==> src/rtl/fetch_pkg.sv <==
// Shared types and constants for the instruction fetch unit.
// Build option FETCH_BRANCH_REL_EN selects relative (signed 8-bit offset)
// branch-target LUT entries instead of absolute PC addresses.
package fetch_pkg;

  localparam int DEF_PC_W      = 10;
  localparam int DEF_MCODE_W   = 9;
  localparam int DEF_LUT_IDX_W = 4;
  localparam int LUT_DEPTH     = 16;

  // Halt ends the program; bubble is a harmless no-write encoding.
  localparam logic [DEF_MCODE_W-1:0] HALT_INSTR   = 9'b111_11_1111;
  localparam logic [DEF_MCODE_W-1:0] BUBBLE_INSTR = 9'b000_11_0000;

  typedef enum logic [1:0] {
    ST_IDLE  = 2'd0,
    ST_PRIME = 2'd1,
    ST_RUN   = 2'd2,
    ST_DONE  = 2'd3
  } fetch_state_t;

`ifdef FETCH_BRANCH_REL_EN
  typedef logic signed [7:0] lut_entry_t;
`else
  typedef logic [DEF_PC_W-1:0] lut_entry_t;
`endif

  typedef lut_entry_t [LUT_DEPTH-1:0] lut_table_t;

  // Default ROM image used when the integrator supplies none.
  function automatic lut_table_t default_lut();
    lut_table_t t;
    for (int i = 0; i < LUT_DEPTH; i++) begin
`ifdef FETCH_BRANCH_REL_EN
      t[i] = lut_entry_t'(i - 5);
`else
      t[i] = lut_entry_t'(i * 32);
`endif
    end
    return t;
  endfunction

endpackage

==> src/rtl/branch_lut.sv <==
// Combinational branch-target ROM: index -> entry.
// Contents come in through the TABLE parameter (the image that would
// otherwise live in branch_lut.hex). Entry format follows
// FETCH_BRANCH_REL_EN via lut_entry_t.
module branch_lut
  import fetch_pkg::*;
#(
  parameter int         IDX_W = DEF_LUT_IDX_W,
  parameter lut_table_t TABLE = default_lut()
) (
  input  logic [IDX_W-1:0] idx_i,
  output lut_entry_t       entry_o
);

  assign entry_o = TABLE[idx_i];

endmodule

==> src/rtl/instr_fetch.sv <==
// Instruction fetch unit: owns the PC, drives the synchronous instruction
// memory, presents one word per cycle with a valid flag, redirects on taken
// branches through branch_lut and stops on the halt encoding.
// Build option FETCH_BRANCH_REL_EN: LUT entries are PC-relative offsets.
//
// Flow control: there is no valid/ready pair. instr_valid qualifies instr
// in every cycle; stall is the only back-pressure and, while high, freezes
// state, PC and all outputs (the presented word is kept in hold_q because
// the memory keeps re-reading the next address).
module instr_fetch
  import fetch_pkg::*;
#(
  parameter int         PC_W      = DEF_PC_W,
  parameter int         MCODE_W   = DEF_MCODE_W,
  parameter int         LUT_IDX_W = DEF_LUT_IDX_W,
  parameter lut_table_t LUT_INIT  = default_lut()
) (
  input  logic               Clk,
  input  logic               Reset_n,
  input  logic               start,
  input  logic               stall,
  input  logic               branch,
  input  logic               take_branch,
  output logic [PC_W-1:0]    imem_addr,
  input  logic [MCODE_W-1:0] imem_data,
  output logic [MCODE_W-1:0] instr,
  output logic               instr_valid,
  output logic [PC_W-1:0]    instr_pc,
  output logic               done,
  output fetch_state_t       dbg_state
);

  fetch_state_t       state_q, state_d;
  logic [PC_W-1:0]    addr_q, addr_d;
  logic [PC_W-1:0]    pc_q, pc_d;
  logic               valid_q, valid_d;
  logic               done_q, done_d;
  logic               held_q;
  logic [MCODE_W-1:0] hold_q;
  logic [PC_W-1:0]    target;
  lut_entry_t         lut_entry;
  logic               is_halt;
  logic               take;

  branch_lut #(
    .IDX_W (LUT_IDX_W),
    .TABLE (LUT_INIT)
  ) u_lut (
    .idx_i   (instr[LUT_IDX_W-1:0]),
    .entry_o (lut_entry)
  );

`ifdef FETCH_BRANCH_REL_EN
  assign target = pc_q + {{(PC_W-8){lut_entry[7]}}, lut_entry};
`else
  assign target = PC_W'(lut_entry);
`endif

  assign is_halt = valid_q && (instr == MCODE_W'(HALT_INSTR));
  assign take    = valid_q && branch && take_branch;

  // Word to decoder: bubble when invalid, captured word while stalled.
  always_comb begin
    instr = MCODE_W'(BUBBLE_INSTR);
    if (valid_q) begin
      if (held_q) instr = hold_q;
      else        instr = imem_data;
    end
  end

  // Next-state, next-PC and flag logic; nothing moves while stalled.
  always_comb begin
    state_d = state_q;
    addr_d  = addr_q;
    pc_d    = pc_q;
    valid_d = valid_q;
    done_d  = done_q;
    if (!stall) begin
      unique case (state_q)
        ST_IDLE, ST_DONE: begin
          if (start) begin
            state_d = ST_PRIME;
            addr_d  = '0;
            done_d  = 1'b0;
            valid_d = 1'b0;
          end
        end
        ST_PRIME: begin
          state_d = ST_RUN;
          pc_d    = addr_q;
          addr_d  = addr_q + PC_W'(1);
          valid_d = 1'b1;
        end
        ST_RUN: begin
          if (is_halt) begin
            state_d = ST_DONE;
            done_d  = 1'b1;
            valid_d = 1'b0;
          end else if (take) begin
            // The word already in flight is squashed.
            pc_d    = addr_q;
            addr_d  = target;
            valid_d = 1'b0;
          end else begin
            pc_d    = addr_q;
            addr_d  = addr_q + PC_W'(1);
            valid_d = 1'b1;
          end
        end
        default: state_d = ST_IDLE;
      endcase
    end
  end

  // State and registered outputs.
  always_ff @(posedge Clk or negedge Reset_n) begin
    if (!Reset_n) begin
      state_q <= ST_IDLE;
      addr_q  <= '0;
      pc_q    <= '0;
      valid_q <= 1'b0;
      done_q  <= 1'b0;
    end else begin
      state_q <= state_d;
      addr_q  <= addr_d;
      pc_q    <= pc_d;
      valid_q <= valid_d;
      done_q  <= done_d;
    end
  end

  // Capture the presented word on the first stalled edge so instr stays put.
  always_ff @(posedge Clk or negedge Reset_n) begin
    if (!Reset_n) begin
      held_q <= 1'b0;
      hold_q <= '0;
    end else begin
      held_q <= stall;
      if (stall && !held_q) hold_q <= imem_data;
    end
  end

  assign imem_addr   = addr_q;
  assign instr_pc    = pc_q;
  assign instr_valid = valid_q;
  assign done        = done_q;
  assign dbg_state   = state_q;

endmodule

==> config.mk <==
export PLATFORM = sky130hd
export DESIGN_NAME = instr_fetch
export DESIGN_NICKNAME = d
export VERILOG_FILES = /design/src/rtl/fetch_pkg.sv /design/src/rtl/branch_lut.sv /design/src/rtl/instr_fetch.sv
export SDC_FILE = /design/constraint.sdc
export NUM_CORES = 1
export LEC_CHECK = 0
export CAP_MARGIN = 20
export CORE_MARGIN = 10
export CORE_UTILIZATION = 53
export CTS_CLUSTER_SIZE = 40
export DETAILED_ROUTE_END_ITERATION = 6
export PLACE_DENSITY = 0.85
export SYNTH_ARGS = -nofsm -noshare
export SYNTH_HDL_FRONTEND = slang
export SYNTH_HIERARCHICAL = 1
export SYNTH_SLANG_ARGS = --single-unit
==> constraint.sdc <==
create_clock -name Clk -period 3.29 [get_ports Clk]
set_input_delay 0.8225 -clock Clk [delete_from_list [all_inputs] [get_ports Clk]]
set_output_delay 0.8225 -clock Clk [all_outputs]
set_load 0.01 [all_outputs]
==> flow_metrics.tcl <==
set metrics [dict create \
    final_count_of_pins_violating_max_slew 0 \
    power.density_cell_area_nw_per_um2 595 \
    met2RoutedLength_um 2380 \
    ctsLongestPathBuffers 2 \
    cts_buffers 5 \
    report.final.hold_viol_count 0 \
    muxShareOfSynthArea_pct 17.4 \
    grtUsageTotal_pct 14.8 \
    critPathMostFrequentCell "sky130_fd_sc_hd__clkdlybuf4s50_1" \
    status "completed" \
    finalClockSkew_ns 0.00562 \
    post-synth-top-area-fraction_pct 43.8 \
    dp.cells 257 \
    finalNetCount 237 \
    finalCriticalPeriod_ns 2.97 \
    max_stage_delay_ns 0.57 \
    crit_path_top_delay_cell "sky130_fd_sc_hd__clkdlybuf4s50_1" \
    synth_top_family_by_area "multiplexers" \
    clock_sink_count 34 \
    tightest_slew_ns 0.644 \
    final.period_utilization_pct 90.4 \
    cts-htree-levels 2 \
    avgRoutedWirePerCell_um 17.5 \
    final_util_pct 71.9 \
    grt_max_degree 35 \
    routed_wirelength_um 4600 \
    required_ns 2.47 \
    seq_total_area_yosys_pct 43.8 \
    critical-path-top-delay-family "buffers and inverters" \
    antenna_found_initial 0 \
    timing.critical_path.depth 4 \
    relSlewSlack_pct 56.9 \
    synth_adder_area_share_pct 2.58 \
    layout.cell_area.non_filler_sq_um 2470 \
    hold_path.class "flip-flop to flip-flop" \
    mapped_cell_area_sq_um 1940 \
    synthesis_warnings 6 \
    ios 48 \
    timing.critical_path.buf_inv 2 \
    synthCells 170 \
    synthToLayoutAreaGrowth_pct 27.5 \
    antennaDiodeCount 0 \
    most_common_cell_after_layout_fill_and_taps_aside "sky130_fd_sc_hd__clkdlybuf4s50_1" \
    startpoint "imem_data[1]" \
    final_cell_count_no_fill 263 \
    core-area_sq_um 3440 \
    cp.arrival_ns 2.15 \
    avgViaCountPerCell 5.53 \
    timing.critical_path.from_type "input pin" \
    timing.hold.worst_path_depth 1 \
    ir_worst_vdd_mv 0.408 \
    cts_setup_buffers 0 \
    first_global_vias 1523 \
    die-area_sq_um 6480 \
    worst_setup_hold_path_clk_slew_ns 0.06 \
    maxCapViolCount 0 \
    globalRoute.totalOverflow 0 \
    postSynthRegisterBits 34 \
    die_width_um 80.5 \
    fraction_of_layout_cells_with_a_size_suffix_above_1_pct 15.2 \
    syn_area_per_cell_sq_um 11.4 \
    synth_top_area_cell "sky130_fd_sc_hd__dfrtp_1" \
    dpl_cell_area_sq_um 2390 \
    routedLengthMet1_um 1850 \
    clk-insertion-delay-late_ns 0.28 \
    p_leak_uw 0.00107 \
    crit_path_cell_trace "clkdlybuf4s50_1 > nand2b_1 > a21oi_1 > clkdlybuf4s50_1" \
    port_buf_inserts 47 \
    crit_fanout 2 \
    num_vias 1454 \
    uppermost_layer_routed "met4" \
    start_util_pct 56.4 \
    hold_slack_final_ns 0.507 \
    core.rowCount 21 \
    detailedRoute.firstPassIterationCount 4 \
    rr_startpoint "held_q$_DFF_PN0_" \
    dp_hpwl_um 3490 \
    cts_hold_buf 0 \
    fraction_of_the_mapped_netlist_area_in_compound_gates_pct 15.4 \
    grt_first_pass_wirelength_um 7560 \
    setup_repair_after_global_routing_missed_its_margin "false" \
    floorplan_die_height_um 80.5 \
    route.detailed.drc 0 \
    setup_viol 0 \
    hold_path_startpoint "instr_pc[2]$_DFFE_PN0P_" \
    post_cts_resize_count 0 \
    timing.fmax_mhz 336 \
    setup-tns-final_ns 0 \
    critical_path.endpoint_type "output pin" \
    gp_congestion 0.813 \
    cell_types_occupying_the_most_area_after_synthesis "sky130_fd_sc_hd__dfrtp_1, sky130_fd_sc_hd__mux2_4, sky130_fd_sc_hd__mux2_2, sky130_fd_sc_hd__o2bb2ai_1, sky130_fd_sc_hd__mux2i_1" \
    path_class "input pin to output pin" \
    synth_xor_xnor_area_share_pct 3.61 \
    clockRootBuffer "sky130_fd_sc_hd__clkbuf_8" \
    r2r.worst_path.cells 6 \
    wl_met3_um 326 \
    dr.first_iter.drc_count 123 \
    synthSimpleGateAreaFrac_pct 9.61 \
    tritoncts "done" \
    final_cell_mix "sky130_fd_sc_hd__clkdlybuf4s50_1, sky130_fd_sc_hd__dfrtp_1, sky130_fd_sc_hd__nor2_1" \
    post_synth_num_cell_types 36 \
    ant_nets 0 \
]
==> cells in the mapped netlist <==
library cell and instances:
sky130_fd_sc_hd__o211ai_1 1, sky130_fd_sc_hd__inv_1 5, sky130_fd_sc_hd__nor2_1 14, sky130_fd_sc_hd__mux2i_1 9, sky130_fd_sc_hd__nand4_1 1, sky130_fd_sc_hd__nand3b_1 1, sky130_fd_sc_hd__buf_4 11, sky130_fd_sc_hd__o2111ai_4 1
sky130_fd_sc_hd__nand2b_1 3, sky130_fd_sc_hd__inv_4 1, sky130_fd_sc_hd__mux2_2 10, sky130_fd_sc_hd__a21o_1 2, sky130_fd_sc_hd__buf_6 1, sky130_fd_sc_hd__nor3_1 2, sky130_fd_sc_hd__xor2_1 4, sky130_fd_sc_hd__nand3_1 9
sky130_fd_sc_hd__dfrtp_1 34, sky130_fd_sc_hd__o32a_1 1, sky130_fd_sc_hd__a21oi_1 5, sky130_fd_sc_hd__o21ai_0 1, sky130_fd_sc_hd__o21ai_4 1, sky130_fd_sc_hd__o2bb2ai_1 11, sky130_fd_sc_hd__a22oi_1 7, sky130_fd_sc_hd__o21ai_1 1
sky130_fd_sc_hd__buf_12 1, sky130_fd_sc_hd__mux2_4 9, sky130_fd_sc_hd__nor4_1 1, sky130_fd_sc_hd__a211oi_4 1, sky130_fd_sc_hd__clkbuf_1 1, sky130_fd_sc_hd__a2bb2oi_1 1, sky130_fd_sc_hd__o21bai_2 1, sky130_fd_sc_hd__ha_1 4
sky130_fd_sc_hd__xnor2_1 4, sky130_fd_sc_hd__nand2_1 9, sky130_fd_sc_hd__and3_1 1, sky130_fd_sc_hd__conb_1 1
==> state kept, by name, summed over array words and instances, names as in the netlist <==
name,cells
dbg_state,2
done,1
held_q,1
hold_q,9
imem_addr,10
instr_pc,10
instr_valid,1
==> logic make-up after synthesis <==
family,count (synthesis)
flip-flops,34
AO/OA/AOI/OAI,34
adder cells (fa/ha/maj),4
XOR/XNOR,8
other,1
AND/OR/NAND/NOR,41
multiplexers,28
buffers and inverters,20
==> routing by layer <==
metal / vias up / global-route usage, %
met4: 0 / 4.75
met2: 48 / 25.2
met1: 706 / 16.5
met3: 4 / 5.79
li1: 696 / -
met5: - / 0
==> worst register-to-register path: cells and delay by family, from the launching register on <==
kind,cells,cell delay [ns]
buf+inv,1,0.24
flops,1,0.72
mux,1,0.36
compound gates,3,0.73
simple gates,1,0.23
==> power breakdown <==
group          internal (uW)  total [uW]  switching, uW
registers                480         551           70.2
logic                    302         624            323
clock network            161         298            136
total                    943        1470            529
==> layout make-up <==
cell class | instances | area [sq um]
tap | 46 | 57.6
timing repair buffer | 50 | 493
multi-input combinational | 121 | 966
sequential | 34 | 851
clock buffer | 6 | 82.6
fill | 240 | 967
inverter | 6 | 25.0
==> path summary, 6_finish.rpt <==
path	to	slack, ns
max	instr[1]	0.32
min	instr_pc[2]$_DFFE_PN0P_	0.51
max reg2reg	instr_pc[9]$_DFFE_PN0P_	0.91
min reg2reg	instr_pc[2]$_DFFE_PN0P_	0.51
max in group asynchronous	instr_pc[4]$_DFFE_PN0P_	2.04
min in group asynchronous	hold_q[3]$_DFFE_PN0P_	0.94
==> stage by stage <==
stage,setup slack (ns),power (uW)
floorplan,1.11,962
global placement,0.350,1150
detailed placement,0.321,1180
CTS,0.306,1480
global route,0.254,1560
finish,0.315,1470
Power figures use the tool's default switching activity.
